$ cat config.mk
export PLATFORM = sky130hd
export DESIGN_NAME = imm_op_sequencer_flat
export DESIGN_NICKNAME = d
export VERILOG_FILES = /design/src/rtl/imm_op_sequencer_if.sv /design/src/rtl/imm_op_sequencer.sv /design/src/flat_wrapper.sv
export SDC_FILE = /design/constraint.sdc
export NUM_CORES = 1
export LEC_CHECK = 0
export CORE_ASPECT_RATIO = 1.25
export CORE_MARGIN = 2
export CORE_UTILIZATION = 45
export CTS_BUF_LIST = sky130_fd_sc_hd__clkbuf_4 sky130_fd_sc_hd__clkbuf_8
export DETAILED_ROUTE_END_ITERATION = 10
export PLACE_DENSITY_LB_ADDON = 0.05
export SLEW_MARGIN = 20
export SYNTH_ARGS = -nofsm -noshare
export SYNTH_HDL_FRONTEND = slang
export SYNTH_SLANG_ARGS = --single-unit
$ cat constraint.sdc
create_clock -name Clock -period 2.22 [get_ports Clock]
set_input_delay 0.222 -clock Clock [delete_from_list [all_inputs] [get_ports Clock]]
set_output_delay 0.222 -clock Clock [all_outputs]
set_load 0.02 [all_outputs]
$ cat src/rtl/imm_op_sequencer_if.sv
// Handshake/control bundle between the immediate-op sequencer and its environment.
// The slave side is the sequencer; the master side drives start/mode/memory status.
interface imm_op_sequencer_if #(
  parameter int OPC_W = 5,
  parameter int CNT_W = 16
);
  logic             start;
  logic             run_mode;
  logic             halt_req;
  logic             mem_ready;
  logic [OPC_W-1:0] ir_opcode;
  logic [15:0]      ctrl;
  logic [1:0]       alu_op;
  logic [2:0]       state_o;
  logic             busy;
  logic             done;
  logic             illegal;
  logic             timeout;
  logic [CNT_W-1:0] instr_count;

  // start is a level sampled each rising edge; it is acted on only while busy=0.
  // done/illegal/timeout are single-cycle pulses, one per instruction at most.
  modport master (
    output start, run_mode, halt_req, mem_ready, ir_opcode,
    input  ctrl, alu_op, state_o, busy, done, illegal, timeout, instr_count
  );

  modport slave (
    input  start, run_mode, halt_req, mem_ready, ir_opcode,
    output ctrl, alu_op, state_o, busy, done, illegal, timeout, instr_count
  );
endinterface

$ cat src/rtl/imm_op_sequencer.sv
// Six-step control sequencer for immediate ALU instructions (ANDI/ORI/ADDI):
// fetch with bounded memory wait, decode, execute, write-back, optional continuous run.
module imm_op_sequencer #(
  parameter int               OPC_W       = 5,
  parameter int               CNT_W       = 16,
  parameter int               MEM_TIMEOUT = 15,
  parameter logic [OPC_W-1:0] OPC_ANDI    = 5'b01100,
  parameter logic [OPC_W-1:0] OPC_ORI     = 5'b01101,
  parameter logic [OPC_W-1:0] OPC_ADDI    = 5'b01011
) (
  input logic               Clock,
  input logic               Clear,
  imm_op_sequencer_if.slave bus
);

  localparam int WAIT_W = $clog2(MEM_TIMEOUT + 1);

  localparam int B_PCOUT   = 0;
  localparam int B_MAR_EN  = 1;
  localparam int B_INCPC   = 2;
  localparam int B_ZLOWIN  = 3;
  localparam int B_ZLOWOUT = 4;
  localparam int B_PC_EN   = 5;
  localparam int B_MDR_RD  = 6;
  localparam int B_MDR_EN  = 7;
  localparam int B_MDROUT  = 8;
  localparam int B_IR_EN   = 9;
  localparam int B_GRB     = 10;
  localparam int B_R_OUT   = 11;
  localparam int B_Y_EN    = 12;
  localparam int B_COUT    = 13;
  localparam int B_GRA     = 14;
  localparam int B_R_IN    = 15;

  typedef enum logic [2:0] {
    S_IDLE = 3'd0,
    S_T0   = 3'd1,
    S_T1   = 3'd2,
    S_T2   = 3'd3,
    S_T3   = 3'd4,
    S_T4   = 3'd5,
    S_T5   = 3'd6
  } state_e;

  state_e             state_q, state_d;
  logic [WAIT_W-1:0]  wait_q, wait_d;
  logic [1:0]         alu_q, alu_d;
  logic [CNT_W-1:0]   cnt_q, cnt_d;
  logic               done_q, done_d;
  logic               illegal_q, illegal_d;
  logic               timeout_q, timeout_d;
  logic               op_legal;
  logic [1:0]         op_alu;
  logic [15:0]        ctrl;

  always_comb begin
    op_legal = 1'b1;
    op_alu   = 2'b00;
    if (bus.ir_opcode == OPC_ANDI) begin
      op_alu = 2'b00;
    end else if (bus.ir_opcode == OPC_ORI) begin
      op_alu = 2'b01;
    end else if (bus.ir_opcode == OPC_ADDI) begin
      op_alu = 2'b10;
    end else begin
      op_legal = 1'b0;
    end
  end

  always_comb begin
    state_d   = state_q;
    wait_d    = '0;
    alu_d     = alu_q;
    cnt_d     = cnt_q;
    done_d    = 1'b0;
    illegal_d = 1'b0;
    timeout_d = 1'b0;
    case (state_q)
      S_IDLE: if (bus.start) state_d = S_T0;
      S_T0:   state_d = S_T1;
      S_T1: begin
        // wait_q holds the number of stalled T1 cycles already elapsed.
        if (bus.mem_ready) begin
          state_d = S_T2;
        end else if (wait_q == WAIT_W'(MEM_TIMEOUT - 1)) begin
          state_d   = S_IDLE;
          timeout_d = 1'b1;
        end else begin
          wait_d = wait_q + 1'b1;
        end
      end
      S_T2:   state_d = S_T3;
      S_T3: begin
        if (op_legal) begin
          alu_d   = op_alu;
          state_d = S_T4;
        end else begin
          illegal_d = 1'b1;
          state_d   = S_IDLE;
        end
      end
      S_T4:   state_d = S_T5;
      S_T5: begin
        done_d  = 1'b1;
        cnt_d   = cnt_q + 1'b1;
        state_d = (bus.run_mode && !bus.halt_req) ? S_T0 : S_IDLE;
      end
      default: state_d = S_IDLE;
    endcase
  end

  always_ff @(posedge Clock) begin
    if (Clear) begin
      state_q   <= S_IDLE;
      wait_q    <= '0;
      alu_q     <= 2'b00;
      cnt_q     <= '0;
      done_q    <= 1'b0;
      illegal_q <= 1'b0;
      timeout_q <= 1'b0;
    end else begin
      state_q   <= state_d;
      wait_q    <= wait_d;
      alu_q     <= alu_d;
      cnt_q     <= cnt_d;
      done_q    <= done_d;
      illegal_q <= illegal_d;
      timeout_q <= timeout_d;
    end
  end

  // PC_enable in T1 follows mem_ready directly so the PC latches only on valid data.
  always_comb begin
    ctrl = 16'h0000;
    case (state_q)
      S_T0: begin
        ctrl[B_PCOUT]  = 1'b1;
        ctrl[B_MAR_EN] = 1'b1;
        ctrl[B_INCPC]  = 1'b1;
        ctrl[B_ZLOWIN] = 1'b1;
      end
      S_T1: begin
        ctrl[B_ZLOWOUT] = 1'b1;
        ctrl[B_PC_EN]   = bus.mem_ready;
        ctrl[B_MDR_RD]  = 1'b1;
        ctrl[B_MDR_EN]  = 1'b1;
      end
      S_T2: begin
        ctrl[B_MDROUT] = 1'b1;
        ctrl[B_IR_EN]  = 1'b1;
      end
      S_T3: begin
        ctrl[B_GRB]   = 1'b1;
        ctrl[B_R_OUT] = 1'b1;
        ctrl[B_Y_EN]  = 1'b1;
      end
      S_T4: begin
        ctrl[B_ZLOWIN] = 1'b1;
        ctrl[B_COUT]   = 1'b1;
      end
      S_T5: begin
        ctrl[B_ZLOWOUT] = 1'b1;
        ctrl[B_GRA]     = 1'b1;
        ctrl[B_R_IN]    = 1'b1;
      end
      default: ctrl = 16'h0000;
    endcase
  end

  assign bus.ctrl        = ctrl;
  assign bus.alu_op      = alu_q;
  assign bus.state_o     = state_q;
  assign bus.busy        = (state_q != S_IDLE);
  assign bus.done        = done_q;
  assign bus.illegal     = illegal_q;
  assign bus.timeout     = timeout_q;
  assign bus.instr_count = cnt_q;

endmodule

$ cat src/flat_wrapper.sv
// flat-port wrapper written by rule: the top's interface ports become plain ports
module imm_op_sequencer_flat 
#(
  parameter int               OPC_W       = 5,
  parameter int               CNT_W       = 16,
  parameter int               MEM_TIMEOUT = 15,
  parameter logic [OPC_W-1:0] OPC_ANDI    = 5'b01100,
  parameter logic [OPC_W-1:0] OPC_ORI     = 5'b01101,
  parameter logic [OPC_W-1:0] OPC_ADDI    = 5'b01011
)
  (Clock, Clear, bus_start, bus_run_mode, bus_halt_req, bus_mem_ready, bus_ir_opcode, bus_ctrl, bus_alu_op, bus_state_o, bus_busy, bus_done, bus_illegal, bus_timeout, bus_instr_count);
  imm_op_sequencer_if #(.OPC_W(OPC_W), .CNT_W(CNT_W)) bus_i ();
  input logic Clock;
  input logic Clear;
  input wire logic [$bits(bus_i.start)-1:0] bus_start;
  input wire logic [$bits(bus_i.run_mode)-1:0] bus_run_mode;
  input wire logic [$bits(bus_i.halt_req)-1:0] bus_halt_req;
  input wire logic [$bits(bus_i.mem_ready)-1:0] bus_mem_ready;
  input wire logic [$bits(bus_i.ir_opcode)-1:0] bus_ir_opcode;
  output wire logic [$bits(bus_i.ctrl)-1:0] bus_ctrl;
  output wire logic [$bits(bus_i.alu_op)-1:0] bus_alu_op;
  output wire logic [$bits(bus_i.state_o)-1:0] bus_state_o;
  output wire logic [$bits(bus_i.busy)-1:0] bus_busy;
  output wire logic [$bits(bus_i.done)-1:0] bus_done;
  output wire logic [$bits(bus_i.illegal)-1:0] bus_illegal;
  output wire logic [$bits(bus_i.timeout)-1:0] bus_timeout;
  output wire logic [$bits(bus_i.instr_count)-1:0] bus_instr_count;
  assign bus_i.start = bus_start;
  assign bus_i.run_mode = bus_run_mode;
  assign bus_i.halt_req = bus_halt_req;
  assign bus_i.mem_ready = bus_mem_ready;
  assign bus_i.ir_opcode = bus_ir_opcode;
  assign bus_ctrl = bus_i.ctrl;
  assign bus_alu_op = bus_i.alu_op;
  assign bus_state_o = bus_i.state_o;
  assign bus_busy = bus_i.busy;
  assign bus_done = bus_i.done;
  assign bus_illegal = bus_i.illegal;
  assign bus_timeout = bus_i.timeout;
  assign bus_instr_count = bus_i.instr_count;
  imm_op_sequencer #(.OPC_W(OPC_W), .CNT_W(CNT_W), .MEM_TIMEOUT(MEM_TIMEOUT), .OPC_ANDI(OPC_ANDI), .OPC_ORI(OPC_ORI), .OPC_ADDI(OPC_ADDI)) u_core (.Clock(Clock), .Clear(Clear), .bus(bus_i));
endmodule
Word level (Yosys, flattened, before mapping):

Cells that the tools add are included.

* register bits after elaboration: 28
* bits in latches: 0
* logic and storage cells: 57
* memories kept: 0
* output and inout port bits: 41
* bits in writable memories: 0
* memory bits (read-only): 0

* equal/unequal tests: 12
* mux-type cells: 23
* magnitude comparators: 0
* multipliers: 0
* bitwise operators: 2
* shift operators: 0
* reductions and logical operators: 11
* divide/modulo/power cells: 0
* add/sub/neg operators: 2

Operators by type and width (number)
* $mux 3: 7
* $pmux 3 s7: 1
* $add 16x1->16 const B: 1
* $eq 5x4->1 const B: 3
* $mux 1: 10
* $mux 2: 5
* $eq 3x3->1 const B: 3
* $eq 3x2->1 const B: 2
* $reduce_or 2->1: 3
* $add 4x1->4 const B: 1
* $eq 4x4->1 const B: 1
* $reduce_and 2->1: 2
* $reduce_or 4->1: 1
* $eq 3x1->1 const B: 1
* $logic_not 3->1: 1
* $ne 3x2->1 const B: 1
* $reduce_bool 3->1: 1
* $reduce_or 3->1: 1
* $ne 2x2->1 const B: 1
* $not 1->1: 2
* $logic_and 1x1->1: 1
* $logic_not 1->1: 1

Longest topological paths before layout:

* depth after elaboration: 6
* depth in mapped cells: 6

Least setup slack after synthesis:

OpenSTA, ideal clock, no wires.

* path kind: reg2out
* start point: register u_core.state_q[1], in the netlist u_core.bus.state_o[1]
* end point: output bus_ctrl[5]
* path buffers: 1
* stages on the path, launching flop included: 4
* arrival time: 1.854 ns
* path slack: 0.144 ns
* cells stage by stage: dfxtp_1 > buf_2 > nor3b_1 > and2_1

* longest elaborated chain between the ends: 2

Ends and longest elaborated chain
* start, declared: RTL line imm_op_sequencer.sv:45 `state_e state_q, state_d;`
* start signal, assigned: RTL line imm_op_sequencer.sv:122 `state_q <= state_d;`
* $eq 3x2->1: RTL line imm_op_sequencer.sv:135 `case (state_q)`
* $mux 3: RTL line imm_op_sequencer.sv:135
* end, declared: RTL line flat_wrapper.sv:20 `output wire logic [$bits(bus_i.ctrl)-1:0] bus_ctrl;`

No other way between the ends.

Final worst setup path:

* start point: register u_core.state_q[2], in the netlist u_core.bus.state_o[2]
* end point: output bus_ctrl[14]

* longest elaborated chain between the ends: 2

Ends and longest elaborated chain (RTL line)
* $eq 3x3->1: imm_op_sequencer.sv:135
* $mux 2: imm_op_sequencer.sv:135

No other way between the ends.

==> metrics <==
CTS tree built; Initial Util 47.3%; post-synthesis cell area 1390 um2; Max Clock Skew 6.86 ps; # diodes 0; DRT iter0 DRCs 28; # fillers 247; hold crit path type reg -> reg; hold endpoint u_core.bus.alu_op[1]; Pre-Repair DR Iteration Count 4; Synth Flop Type dfxtp_1; peak supply drop 0.346 mV; synthesized netlist cell count 166; sequential area share after synthesis 40.2%; max incr delay on CP 610 ps; Die ar. 3560 um2; Area growth, synth to finish 39.4%; setup TNS 0 ps; Reg-to-Reg End u_core.bus.instr_count[11]; Worst setup SP type flip-flop; max cap viols 0; net count after synthesis 180; Worst Path Buf+Inv 2; WP depth 3; Hold Path Depth 2; Post-synth EDFFs 0; worst-case reg-to-reg path depth 4; FP Rows 22; num ports 52; H-tree levels 1; first-pass GRT wire length 5350 um; reg2reg start u_core.bus.state_o[2]; gr usage total 19.7%; Wirelength per Cell 12.7 um; largest net degree at the start of global routing 19; slowest CP cell clkdlybuf4s50_1; Synth Area per Inst 8.40 um2; fin worst setup slack 142 ps; maximum clock rate 481 MHz; sink count of the clock tree 28; LEAKAGE 0.696 nW; fin crit share 93.6%; vias in the first global route 1230; Worst setup EP type output port; Total Wirelength 3100 um; drt drc 0; CP Class reg -> out; RSZ-0062 raised after global routing no; hold path start u_core.bus.alu_op[1]; Clock Tree Root clkbuf_4; fin crit period 2080 ps; Slew @ Worst Pin 308 ps; # port buffers 51; critical path, cell by cell nand3b_1 -> inv_1 -> clkdlybuf4s50_1; Arr. time, crit path 1860 ps; yosys synthesis warning count 0; # Post-CTS Setup Buffers 0; Seq. cell area 567 um2; Crit path required time 2000 ps; Relative slew margins 78.9%; share of layout cells above drive strength 1 7.69%; delay-heaviest family, CP buffers and inverters; routed vias/inst 5.27; DP Worst Slack 266 ps; status finished, final reports clean; DIE WIDTH 53.8 um; Layout Nets 223; setup slack, reg-to-reg 390 ps; Synth Register Bits 28; PD cells 564 nW/um2; Overflow after GRT 0; Final setup viols 0; clk_lat worst skew 330 ps; multi-input logic area 721 um2; Final Max Slew Viols 0; Via Count 1285; Worst-path clk slew 150 ps; CTS Buf Count 3; count of different cell masters after synthesis 36; GP Congestion 0.798; Die Y 66.2 um; Routed Antenna Nets 0; Post-Layout Cell Count 244; Cells after DPL 240; core region area 2950 um2; DPL Wire Length 2320 um; worst-path fanout max 14; post-synthesis async set-or-reset flop share 0%; initial antenna violation count 0; endpoints failing hold 0; clock buffer depth 2
-- cell type report --
type                       count  share of cell area [%]
multi-input combinational    116                    37.1
sequential                    28                    29.2
timing repair buffer          54                    27.6
tap                           36                    2.32
clock inverter                 1                    1.55
clock buffer                   3                    1.16
inverter                       6                    1.16
-- report_power, final --
group          internal, mW  total [mW]  switching, mW
clock                 0.183       0.340          0.157
sequential            0.513       0.537         0.0234
combinational         0.112       0.219          0.107
total                 0.808        1.10          0.288
-- registers in the layout, indices dropped and copies added (netlist names) --
register / cells
u_core.bus.state_o: 3
u_core.bus.illegal: 1
u_core.wait_q: 4
u_core.bus.timeout: 1
u_core.bus.done: 1
u_core.bus.alu_op: 2
u_core.bus.instr_count: 16
-- per-stage QoR --
step,util (%),hold slack (ps),area (um2),power (mW)
2_1_floorplan,-,336,1390,0.666
3_3_place_gp,63.7,448,1880,0.762
3_5_place_dp,63.7,470,1880,0.762
4_1_cts,65.6,492,1930,1.10
5_1_grt,66.0,539,1940,1.14
6_report,66.0,490,1940,1.10
-- worst register-to-register path, delay by kind of cell (launching register included) --
kind | cells | cell delay [ps]
compound gates | 1 | 160
flops | 1 | 490
simple gates | 3 | 1140
-- metal layers --
layer,global-route usage [%],vias to the layer above,part of all wire (%)
met1,22.6,596,42
met2,35.5,36,52
li1,-,651,-
met3,3.39,2,5.4
met4,6.09,0,0.55
met5,0,-,0
-- how the worst max path moves through the flow --
stage,startpoint,to
floorplan,u_core.bus.state_o[1],bus_ctrl[5]
global placement,u_core.bus.state_o[2],bus_ctrl[10]
detailed placement,u_core.bus.state_o[2],u_core.bus.instr_count[11]
CTS,u_core.bus.state_o[2],bus_ctrl[12]
global route,u_core.bus.state_o[2],bus_ctrl[14]
finish,u_core.bus.state_o[2],bus_ctrl[14]
-- synth_stat cells, types with 2 or more instances --
library cell | count | share of area [%]
o31ai_1 | 2 | 1.1
buf_4 | 8 | 4.3
a21oi_1 | 13 | 4.7
nand4_1 | 2 | 0.90
nand3b_1 | 2 | 1.1
or2_1 | 2 | 0.90
o21ai_0 | 8 | 2.9
xnor2_1 | 4 | 2.5
or3_1 | 6 | 2.7
ha_1 | 3 | 2.7
buf_2 | 4 | 1.4
nand3_1 | 11 | 3.9
a31oi_1 | 2 | 0.90
nand4b_1 | 2 | 1.3
nor3b_1 | 2 | 1.1
inv_1 | 6 | 1.6
or4_1 | 3 | 1.6
nand2b_1 | 4 | 1.8
xor2_1 | 7 | 4.4
nor2b_1 | 4 | 1.8
nand2_1 | 8 | 2.2
nor3_1 | 3 | 1.1
clkbuf_1 | 4 | 1.1
dfxtp_1 | 28 | 40
nor2_1 | 16 | 4.3
and2_1 | 2 | 0.90
-- kinds of logic after synthesis --
logic type      count (synthesis)  share of synthesized area (%)
fa+ha+maj                       3                           2.69
compound gates                 27                           10.7
buf+inv                        22                           8.44
xor+xnor                       11                           6.91
mux                             1                          0.808
simple gates                   74                           30.3
flops                          28                           40.2
-- cell usage in the layout, fill, tap and decap left out, types with 2 or more instances in the layout --
cell,instances
clkbuf_4,3
or4_1,3
nor3_1,3
o21ai_0,8
buf_4,3
ha_1,3
nand2b_1,4
xnor2_1,4
nand2_1,8
nand3_1,11
dfxtp_2,2
inv_1,6
nand3b_1,2
o31ai_1,2
xor2_1,7
a21oi_1,13
nor2b_1,4
a31oi_1,2
nand4_1,2
nor2_1,16
or3_1,6
dfxtp_1,25
and2_1,2
or2_1,2
nand4b_1,2
clkdlybuf4s50_1,50
-- timing repair --
item,in CTS,in global routing
resized for setup,2,4
hold buffers,0,0
endpoints found under the setup margin,6,10
No activity file was read; power rests on OpenSTA's default activity.
